--- config.mk ---
export PLATFORM = sky130hd
export DESIGN_NAME = alu_issue
export DESIGN_NICKNAME = d
export VERILOG_FILES = /design/src/rtl/alu_issue.sv
export SDC_FILE = /design/constraint.sdc
export NUM_CORES = 1
export LEC_CHECK = 0
export CORE_UTILIZATION = 39
export DETAILED_ROUTE_END_ITERATION = 6
export HOLD_SLACK_MARGIN = 0.06
export PLACE_DENSITY_LB_ADDON = 0.12
export SKIP_CTS_REPAIR_TIMING = 1
export SLEW_MARGIN = 25
export SYNTH_ARGS = -nofsm -noshare
export SYNTH_HDL_FRONTEND = slang
export SYNTH_SLANG_ARGS = --single-unit
--- constraint.sdc ---
create_clock -name clk -period 1.95 [get_ports clk]
set_input_delay 0.585 -clock clk [delete_from_list [all_inputs] [get_ports clk]]
set_output_delay 0.585 -clock clk [all_outputs]
set_load 0.1 [all_outputs]
--- src/rtl/alu_issue.sv ---
// Issue/retire sequencer around the core0 ALU: S1 issue register, S2 result register, C/O flags.
// Define ALU_ISSUE_SKID_EN to add a one-entry skid buffer ahead of S1 with a registered in_ready.
module alu_issue #(
   parameter  int unsigned WIDTH_MAG = 5,
   localparam int unsigned WIDTH     = 1 << WIDTH_MAG
) (
   input  logic             clk,
   input  logic             reset,
   input  logic             in_valid,
   output logic             in_ready,
   input  logic [2:0]       in_opcode,
   input  logic [WIDTH-1:0] in_a,
   input  logic [WIDTH-1:0] in_b,
   input  logic             in_use_c,
   input  logic             in_clr_f,
   output logic [WIDTH-1:0] alu_a,
   output logic [WIDTH-1:0] alu_b,
   output logic             alu_ic,
   output logic [2:0]       alu_opcode,
   input  logic [WIDTH-1:0] alu_out,
   input  logic             alu_oc,
   input  logic             alu_oo,
   output logic             out_valid,
   input  logic             out_ready,
   output logic [WIDTH-1:0] out_data,
   output logic             flag_c,
   output logic             flag_o
);

   localparam logic [2:0] OP_ADD = 3'd7;

   typedef struct packed {
      logic [2:0]       op;
      logic [WIDTH-1:0] a;
      logic [WIDTH-1:0] b;
      logic             use_c;
      logic             clr_f;
   } cmd_t;

   cmd_t             in_cmd;
   cmd_t             s1_q, s1_d;
   logic             v1_q, v1_d;
   logic             out_valid_q, out_valid_d;
   logic [WIDTH-1:0] out_data_q, out_data_d;
   logic             flag_c_q, flag_c_d;
   logic             flag_o_q, flag_o_d;
   logic             advance;
   logic             s1_free;
   logic             accept;

   assign in_cmd  = {in_opcode, in_a, in_b, in_use_c, in_clr_f};
   assign advance = v1_q && (!out_valid_q || out_ready);
   assign s1_free = !v1_q || advance;

   // clr_f takes effect before the carry is consumed, so the issuing command never sees the old C.
   assign alu_a      = s1_q.a;
   assign alu_b      = s1_q.b;
   assign alu_opcode = s1_q.op;
   assign alu_ic     = s1_q.use_c & ~s1_q.clr_f & flag_c_q;

`ifdef ALU_ISSUE_SKID_EN
   cmd_t skid_q, skid_d;
   logic skid_v_q, skid_v_d;

   assign in_ready = !skid_v_q;
   assign accept   = in_valid && in_ready;

   // A parked command always refills S1 before new input, which keeps strict order.
   always_comb begin
      s1_d     = s1_q;
      v1_d     = v1_q && !advance;
      skid_d   = skid_q;
      skid_v_d = skid_v_q;
      if (s1_free) begin
         if (skid_v_q) begin
            s1_d     = skid_q;
            v1_d     = 1'b1;
            skid_v_d = 1'b0;
         end else if (accept) begin
            s1_d = in_cmd;
            v1_d = 1'b1;
         end
      end else if (accept) begin
         skid_d   = in_cmd;
         skid_v_d = 1'b1;
      end
   end

   always_ff @(posedge clk) begin
      if (reset) begin
         skid_q   <= '0;
         skid_v_q <= 1'b0;
      end else begin
         skid_q   <= skid_d;
         skid_v_q <= skid_v_d;
      end
   end
`else
   assign in_ready = s1_free;
   assign accept   = in_valid && in_ready;

   always_comb begin
      s1_d = s1_q;
      v1_d = v1_q && !advance;
      if (accept) begin
         s1_d = in_cmd;
         v1_d = 1'b1;
      end
   end
`endif

   always_comb begin
      flag_c_d    = flag_c_q;
      flag_o_d    = flag_o_q;
      out_data_d  = out_data_q;
      out_valid_d = out_valid_q && !out_ready;
      if (advance) begin
         out_valid_d = 1'b1;
         out_data_d  = alu_out;
         if (s1_q.op == OP_ADD) begin
            flag_c_d = alu_oc;
            flag_o_d = alu_oo;
         end else if (s1_q.clr_f) begin
            flag_c_d = 1'b0;
            flag_o_d = 1'b0;
         end
      end
   end

   always_ff @(posedge clk) begin
      if (reset) begin
         s1_q        <= '0;
         v1_q        <= 1'b0;
         out_valid_q <= 1'b0;
         out_data_q  <= '0;
         flag_c_q    <= 1'b0;
         flag_o_q    <= 1'b0;
      end else begin
         s1_q        <= s1_d;
         v1_q        <= v1_d;
         out_valid_q <= out_valid_d;
         out_data_q  <= out_data_d;
         flag_c_q    <= flag_c_d;
         flag_o_q    <= flag_o_d;
      end
   end

   assign out_valid = out_valid_q;
   assign out_data  = out_data_q;
   assign flag_c    = flag_c_q;
   assign flag_o    = flag_o_q;

endmodule

==> qor.txt, run 1 <==
total number of vias: 3897
Hold Crit Class: reg2reg
PortBufs: 210
worst hold start: s1_q[1]
M1 GR Usage: 20.96%
utilization after layout: 66.40%
R2R depth: 3
Routed WL: 12150 microns
outcome: finished clean
# diodes: 0
Max-cap violations: 0
mux cell area share after synthesis: 13.89%
switching pwr: 2.071 mW
Cell Rows: 40
Post-Syn Nets: 641
largest family of logic cells by synthesized area: simple AND/OR/NAND/NOR gates
Seq. cell area: 2107 sq um
top-area cell type share of the netlist area: 42.26%
GR Util met3: 6.906%
Clock transition at path regs: 0.07 ns
unrepaired setup endpoints after global routing: false
Cell variety after synth: 22
root buf cell: clkbuf_16
Final Net Count: 769
Final Hold Violating Endpoints: 0
post-route cell area: 8109 sq um
CTS sink count: 105
clock tree buffer depth: 2
Core Area: 12210 sq um
CP Launch Type: flip-flop
FF-to-FF Start: v1_q
grt peak-use layer: met2
Final ANT Viol Nets: 0
number of flops mapped to enable cells by yosys: 0
Worst setup EP type: output port
max-slew violations: 0
relative slew slack: 37.25%
Synth Area in Simple Gates: 21.69%
CTS buffer count: 9
first-pass GRT wire length: 19530 microns
clock share of power: 29.9%
drt first pass iters: 4
drt first-iter violations: 264
Logic pwr share: 31.7%
top cells by area, synth: dfxtp_1, nand2b_1, mux2i_1
worst clock skew: 0.004562 ns
routed len/inst: 14.55 microns
slack of the critical path: 0.2239 ns
Compound-Gate Fraction of Synth Area: 7.497%
FMAX: 579.4 MHz
leading area contributor after synthesis: dfxtp_1
Area Growth Syn to Fin: 63.04%
crit share post-route: 88.52%
Initial Util: 40.73%
Synth Register Bits: 105
Post-Synth Adder-Cell Area: 0%
worst flop-to-flop path endpoint: flag_o
DRC: 0
cell count after synthesis: 534
Synth warnings: 0
Via density: 4.667
Clock Latency Late Sink: 0.34 ns
sequential share of the synthesized area: 42.26%
crit path DAT: 1.14 ns
Leak: 3.231 nW
vias in the first global route: 3945
switching share of power: 33.08%
ys async rst share: 0%
Die X: 114.9 microns
largest net degree at the start of global routing: 60
crit-path max FO: 7
peak supply drop: 0.0004954 V
Final Instance Count excl. Fillers: 835
Hold EP: s1_q[1]
io pins: 211
area of the multi-input gates: 2153 sq um
mapped cell area: 4974 sq um
CTS tree: built
flop2flop setup slack: 0.32 ns
Top FF cell, synth: dfxtp_1
pre-CTS WS: -0.1744 ns
fin crit period: 1.726 ns
Congestion Overflow GR: 0
Die Y: 114.9 microns
Global Route Usage Sum: 18.93%
Critical Path RT: 1.36 ns
Power, Total: 6.261 mW
Die ar.: 13210 sq um
part of the power in registers: 38.4%
placed inst area: 7790 sq um
Post-Synth XOR/XNOR Area: 0%
final setup fails: 0
dpl cells: 818
worst setup path class: reg2out
Layout fillers: 982
worst slew pin tran: 0.9401 ns
layout cells sized above 1: 21.14%
GRT met2 Usage: 31.97%
PD cells: 772.1 nW/um^2
H-tree depth: 3
Placer Congestion: 0.7154
DP HPWL: 9075 microns
Worst Hold Depth: 2
initial antenna violation count: 0
Avg Inst Size Synth: 9.314 sq um
Int Power: 4.190 mW
[per-stage QoR]
stage                     hold slack (ns)  TNS [ns]
final                              0.4831         0
after global routing               0.5143         0
after detailed placement           0.4778    -5.361
after CTS                          0.4881   -0.1856
after global placement             0.4598    -3.252
after floorplan                    0.4443  -0.08525
[cell usage in the layout (no fill, tap or decap), types with 9 or more instances in the layout]
| cell | netlist | final |
|---|---|---|
| nand2b_1 | 139 | 139 |
| a21oi_1 | 36 | 36 |
| buf_12 | 1 | 109 |
| clkdlybuf4s50_1 | 0 | 104 |
| clkbuf_16 | 0 | 9 |
| dfxtp_1 | 105 | 103 |
| nand3_1 | 32 | 32 |
| buf_4 | 72 | 12 |
| mux2i_1 | 69 | 69 |
| o21ai_0 | 32 | 32 |
[layout make-up]
type,count,area share (%)
Clock inverter,2,0.4320
Multi-Input combinational cell,319,26.55
Clock buffer,14,3.379
Inverter,1,0.04629
Tap cell,168,2.592
Sequential cell,105,25.98
Timing Repair Buffer,226,41.01
[metal layers]
layer | vias up | routed length, microns
li1 | 1947 | -
met1 | 1784 | 4857
met2 | 145 | 5925
met3 | 21 | 1026
met4 | 0 | 343
met5 | - | 0
[power groups by stage]
| stage | clock network (mW) | logic (mW) | registers (mW) |
|---|---|---|---|
| 2_1_floorplan | 0 | 1.10 | 2.61 |
| 3_3_place_gp | 0 | 1.98 | 2.45 |
| 3_5_place_dp | 0 | 2.00 | 2.45 |
| 4_1_cts | 1.93 | 2.00 | 2.41 |
| 5_1_grt | 2.01 | 2.06 | 2.42 |
| 6_report | 1.87 | 1.99 | 2.40 |
[worst max-delay path, cell delays in order (launching register included)]
cell and delay [ns]:
dfxtp_1 0.50, nand2_2 0.11, buf_12 0.18
[synth_stat cells, types with 2 or more instances]
cell and instances:
o21ai_0 32, clkbuf_1 25, buf_4 72, mux2i_1 69, nand3_1 32, buf_1 2, dfxtp_1 105, buf_6 3
buf_2 6, nand2b_1 139, a21oi_1 36, o31ai_1 2, nand4_1 2
[sequential cells by signal, indices dropped and copies added, names as in the netlist, 2 cells and up]
name	count
alu_opcode	3
s1_q	2
alu_a	32
out_data	32
alu_b	32
[worst max-delay path by stage]
| stage | to | from |
|---|---|---|
| 6_report | in_ready | v1_q |
| 3_3_place_gp | in_ready | out_ready |
| 4_1_cts | in_ready | out_ready |
| 3_5_place_dp | in_ready | out_ready |
| 5_1_grt | in_ready | v1_q |
| 2_1_floorplan | in_ready | out_valid |
[logic make-up (layout without fill, tap and decap cells)]
family	after synthesis	after routing
and+or+nand+nor	178	178
buffers and inverters	110	243
muxes	69	69
DFF	105	105
AOI/OAI and AO/OA	72	72
No activity file was read; power rests on OpenSTA's default activity.
==> run 2, diff against run 1 <==
CTS_BUF_LIST = sky130_fd_sc_hd__clkbuf_8   (was default)
RECOVER_POWER = 100   (was default)
SKIP_LAST_GASP = 1   (was default)
==> run 2 against run 1 <==
Compared with the run above: combinational power down 19%; worst setup slack worse by 0.081 ns; worst hold slack worse by 0.012 ns; first-iteration DRC count fell by 13%.
==> qor.txt, run 2 (same netlist as run 1, synthesis figures left out) <==
Clock transition at path regs: 0.09 ns (was 0.07 ns)
Final Net Count: 769 (unchanged)
drt first-iter violations: 229 (was 264)
pre-CTS WS: -0.1744 ns (unchanged)
Hold Crit Class: reg2reg (unchanged)
PD cells: 833.8 nW/um^2 (was 772.1 nW/um^2)
Logic pwr share: 30.1% (was 31.7%)
drt first pass iters: 4 (unchanged)
FMAX: 553.5 MHz (was 579.4 MHz)
Routed WL: 12330 microns (was 12150 microns)
Cell Rows: 40 (unchanged)
slowest CP cell: dfxtp_1 (unchanged)
Placer Congestion: 0.7154 (unchanged)
Final ANT Viol Nets: 0 (unchanged)
clock share of power: 26.4% (was 29.9%)
PortBufs: 210 (unchanged)
H-tree depth: 3 (unchanged)
layout cells sized above 1: 20.99% (was 21.14%)
fin crit period: 1.807 ns (was 1.726 ns)
worst slew pin tran: 0.9267 ns (was 0.9401 ns)
# diodes: 0 (unchanged)
total number of vias: 3897 (unchanged)
final setup fails: 0 (unchanged)
utilization after layout: 52.65% (was 66.40%)
routed len/inst: 14.77 microns (was 14.55 microns)
CTS buffer count: 9 (unchanged)
worst clock skew: 0.004902 ns (was 0.004562 ns)
outcome: finished clean (unchanged)
Final Hold Violating Endpoints: 0 (unchanged)
placed inst area: 7790 sq um (unchanged)
most frequent cells in the layout: nand2b_1, dfxtp_1, clkdlybuf4s50_1 (was nand2b_1, buf_12, clkdlybuf4s50_1)
Power, Total: 5.361 mW (was 6.261 mW)
Die ar.: 13210 sq um (unchanged)
part of the power in registers: 43.5% (was 38.4%)
max-slew violations: 0 (unchanged)
post-route cell area: 6430 sq um (was 8109 sq um)
peak supply drop: 0.0003887 V (was 0.0004954 V)
Sum Neg Setup Slack: 0 ns (unchanged)
switching share of power: 36.55% (was 33.08%)
crit-path max FO: 3 (was 7)
DRC: 0 (unchanged)
CP Launch Type: flip-flop (unchanged)
switching pwr: 1.960 mW (was 2.071 mW)
unrepaired setup endpoints after global routing: false (unchanged)
largest net degree at the start of global routing: 60 (unchanged)
DP HPWL: 9075 microns (unchanged)
slack of the critical path: 0.1432 ns (was 0.2239 ns)
Clock Latency Late Sink: 0.38 ns (was 0.34 ns)
worst setup path class: reg2out (unchanged)
Area Growth Syn to Fin: 29.28% (was 63.04%)
critical path cell sequence: and3b_2, buf_4 (was nand2_2, buf_12)
crit-path max cell delay: 0.33 ns (was 0.50 ns)
Worst setup EP type: output port (unchanged)
Core Area: 12210 sq um (unchanged)
Die X: 114.9 microns (unchanged)
commonest non-fill, non-tap cell in the layout: nand2b_1 (unchanged)
vias in the first global route: 3924 (was 3945)
CTS sink count: 105 (unchanged)
relative slew slack: 38.15% (was 37.25%)
crit share post-route: 92.66% (was 88.52%)
Initial Util: 40.73% (unchanged)
initial antenna violation count: 0 (unchanged)
crit path DAT: 1.22 ns (was 1.14 ns)
Max-cap violations: 0 (unchanged)
first-pass GRT wire length: 19510 microns (was 19530 microns)
Die Y: 114.9 microns (unchanged)
io pins: 211 (unchanged)
Critical Path RT: 1.36 ns (about the same)
Int Power: 3.401 mW (was 4.190 mW)
clock tree buffer depth: 2 (unchanged)
Global Route Usage Sum: 19.05% (was 18.93%)
CTS tree: built (unchanged)
root buf cell: clkbuf_8 (was clkbuf_16)
Congestion Overflow GR: 0 (unchanged)
Via density: 4.667 (unchanged)
Leak: 2.780 nW (was 3.231 nW)
-- run 2: worst paths after layout --
kind / startpoint / slack [ns] / cells after the start / endpoint
worst max-delay path: s1_q[0] / 0.14 / 2 / alu_ic
worst min-delay path: alu_a[21] / 0.47 / 2 / alu_a[21]
worst max register to register: out_valid / 0.27 / 5 / alu_a[27]
worst min register to register: alu_a[21] / 0.47 / 2 / alu_a[21]
-- run 2: worst max-delay path, delay by kind of cell, from the launching register on --
family / cells / cell delay [ns]
AND/OR/NAND/NOR: 1 / 0.22
flip-flops: 1 / 0.33
buffers and inverters: 1 / 0.28
-- run 2: stage by stage --
step	cells	hold WS, ns
2_1_floorplan	534	0.4443
3_3_place_gp	818	0.4598
3_5_place_dp	818	0.4778
4_1_cts	834	0.4924
5_1_grt	835	0.4942
6_report	835	0.4714
-- run 2: final cells by class --
| class | instances | area (sq um) |
|---|---|---|
| sequential | 105 | 2103 |
| timing repair buffer | 226 | 1759 |
| tap | 168 | 210.2 |
| inverter | 1 | 3.754 |
| fill | 1181 | 5782 |
| clock inverter | 4 | 42.54 |
| multi-input combinational | 319 | 2146 |
| clock buffer | 12 | 165.2 |
-- run 2: power groups by stage --
stage	sequential [mW]	combinational, mW	clock (mW)
after global routing	2.35	1.68	1.57
after CTS	2.40	2.00	1.47
after global placement	2.45	1.98	0
final	2.33	1.61	1.41
after floorplan	2.61	1.10	0
after detailed placement	2.45	2.00	0
-- run 2: layer usage --
layer	GRT usage, %	wire, microns
met4	10.13	412
met5	0	0
met1	21.31	5039
met3	6.695	1070
met2	31.89	5808
==> run 3, diff against run 2 <==
CORE_UTILIZATION = 30   (was 39)
==> run 3 against run 2 <==
Compared with the run above: via count about the same; global-route usage decreased by 3.9 points; die area increased by 29%; combinational power about the same; routed wire length increased by 4.4%; core utilization decreased by 12 points; cell area increased by 1.7%; largest cell class unchanged; sequential cell count unchanged; count of clock-buffer cells in the layout decreased by 1; power decreased by 0.23%; non-clock buffer count increased by 1; sequential power about the same.
==> qor.txt, run 3 (same netlist as run 1, synthesis figures left out) <==
worst clock skew: 0.01273 ns (was 0.004902 ns)
root buf cell: clkbuf_8 (unchanged)
Int Power: 3.379 mW (was 3.401 mW)
Initial Util: 30.97% (was 40.73%)
fin crit period: 1.848 ns (was 1.807 ns)
slack of the critical path: 0.1021 ns (was 0.1432 ns)
switching pwr: 1.969 mW (was 1.960 mW)
Area Growth Syn to Fin: 31.52% (was 29.28%)
Worst Hold Depth: 2 (unchanged)
CTS sink count: 105 (unchanged)
Die X: 130.8 microns (was 114.9 microns)
dpl cells: 868 (was 818)
H-tree depth: 3 (unchanged)
worst slew pin tran: 0.6467 ns (was 0.9267 ns)
DRC: 0 (unchanged)
Hold EP: flag_o (was alu_a[21])
Final Instance Count excl. Fillers: 884 (was 835)
Final Net Count: 770 (was 769)
Global Route Usage Sum: 15.13% (was 19.05%)
Hold Crit Class: reg2reg (unchanged)
routed len/inst: 14.56 microns (was 14.77 microns)
final setup fails: 0 (unchanged)
FF-to-FF Start: v1_q (was out_valid)
Max-cap violations: 0 (unchanged)
PD cells: 817.7 nW/um^2 (was 833.8 nW/um^2)
worst flop-to-flop path endpoint: out_data[24] (was alu_a[27])
Die Y: 130.8 microns (was 114.9 microns)
Logic pwr share: 30.6% (was 30.1%)
Worst setup EP type: flip-flop (was output port)
worst setup path class: in2reg (was reg2out)
Via density: 4.411 (was 4.667)
commonest non-fill, non-tap cell in the layout: nand2b_1 (unchanged)
Die ar.: 17100 sq um (was 13210 sq um)
utilization after layout: 40.74% (was 52.65%)
drt first pass iters: 4 (unchanged)
most frequent cells in the layout: nand2b_1, clkdlybuf4s50_1, dfxtp_1 (was nand2b_1, dfxtp_1, clkdlybuf4s50_1)
Layout fillers: 1598 (was 1181)
post-route cell area: 6541 sq um (was 6430 sq um)
Routed WL: 12870 microns (was 12330 microns)
Critical Path RT: 2.24 ns (was 1.36 ns)
peak supply drop: 0.0004031 V (was 0.0003887 V)
Congestion Overflow GR: 0 (unchanged)
switching share of power: 36.82% (was 36.55%)
clock tree buffer depth: 2 (unchanged)
initial antenna violation count: 0 (unchanged)
Sum Neg Setup Slack: 0 ns (unchanged)
Cell Rows: 46 (was 40)
crit-path max FO: 15 (was 3)
CP Launch Type: primary input (was flip-flop)
total number of vias: 3899 (was 3897)
Clock Latency Late Sink: 0.37 ns (was 0.38 ns)
relative slew slack: 56.89% (was 38.15%)
DP HPWL: 9440 microns (was 9075 microns)
flop2flop setup slack: 0.30 ns (was 0.27 ns)
crit path DAT: 2.14 ns (was 1.22 ns)
Core Area: 16060 sq um (was 12210 sq um)
R2R depth: 5 (unchanged)
placed inst area: 7915 sq um (was 7790 sq um)
drt first-iter violations: 122 (was 229)
worst hold start: flag_o (was alu_a[21])
Final Hold Violating Endpoints: 0 (unchanged)
final hold slack: 0.4759 ns (was 0.4714 ns)
crit share post-route: 94.76% (was 92.66%)
io pins: 211 (unchanged)
max-slew violations: 0 (unchanged)
part of the power in registers: 43.6% (was 43.5%)
FMAX: 541.2 MHz (was 553.5 MHz)
unrepaired setup endpoints after global routing: false (unchanged)
Clock transition at path regs: 0.10 ns (was 0.09 ns)
largest net degree at the start of global routing: 84 (was 60)
CTS buffer count: 9 (unchanged)
first-pass GRT wire length: 19870 microns (was 19510 microns)
Placer Congestion: 0.7043 (was 0.7154)
outcome: finished clean (unchanged)
Final ANT Viol Nets: 0 (unchanged)
# diodes: 0 (unchanged)
Leak: 2.798 nW (was 2.780 nW)
PortBufs: 210 (unchanged)
CTS tree: built (unchanged)
clock share of power: 25.8% (was 26.4%)
vias in the first global route: 3923 (was 3924)
layout cells sized above 1: 20.81% (was 20.99%)
pre-CTS WS: -0.1261 ns (was -0.1744 ns)
Power, Total: 5.349 mW (was 5.361 mW)
## run 3: worst max-delay path: stages
cell,delay (ns)
clkdlybuf4s50_1,0.48
a21boi_0,0.45
buf_12,0.24
buf_12,0.18
mux2i_1,0.19
## run 3: power groups by stage
stage	clock network (mW)	logic, mW	registers, mW
floorplan	0	1.10	2.61
global placement	0	2.01	2.45
detailed placement	0	2.02	2.45
CTS	1.46	2.03	2.41
global route	1.54	1.71	2.35
finish	1.38	1.64	2.33
## run 3: per-layer routing
layer / routed length [microns] / track usage (%) / up-vias
met2: 6096 / 24.03 / 121
met1: 5467 / 18.41 / 1811
met5: 0 / 0 / -
li1: - / - / 1943
met4: 367 / 8.181 / 0
met3: 941 / 4.479 / 24
## run 3: how the worst max path moves through the flow
stage | from | end | slack, ns | cells after the start
final | in_valid | alu_a[11] | 0.10 | 5
after global routing | in_valid | alu_b[23] | 0.05 | 5
after CTS | out_ready | in_ready | -0.14 | 4
after detailed placement | out_ready | in_ready | -0.13 | 4
after global placement | out_ready | in_ready | -0.13 | 4
after floorplan | out_valid | in_ready | -0.09 | 4
## run 3: final cells by class
class / instances / area (sq um) / share of cell area [%]
Sequential cell: 105 / 2107 / 32.21
Tap cell: 216 / 270.3 / 4.132
Clock buffer: 11 / 151.4 / 2.314
Multi-Input combinational cell: 319 / 2142 / 32.75
Timing Repair Buffer: 227 / 1818 / 27.79
Clock inverter: 5 / 48.80 / 0.7460
Inverter: 1 / 3.754 / 0.05738
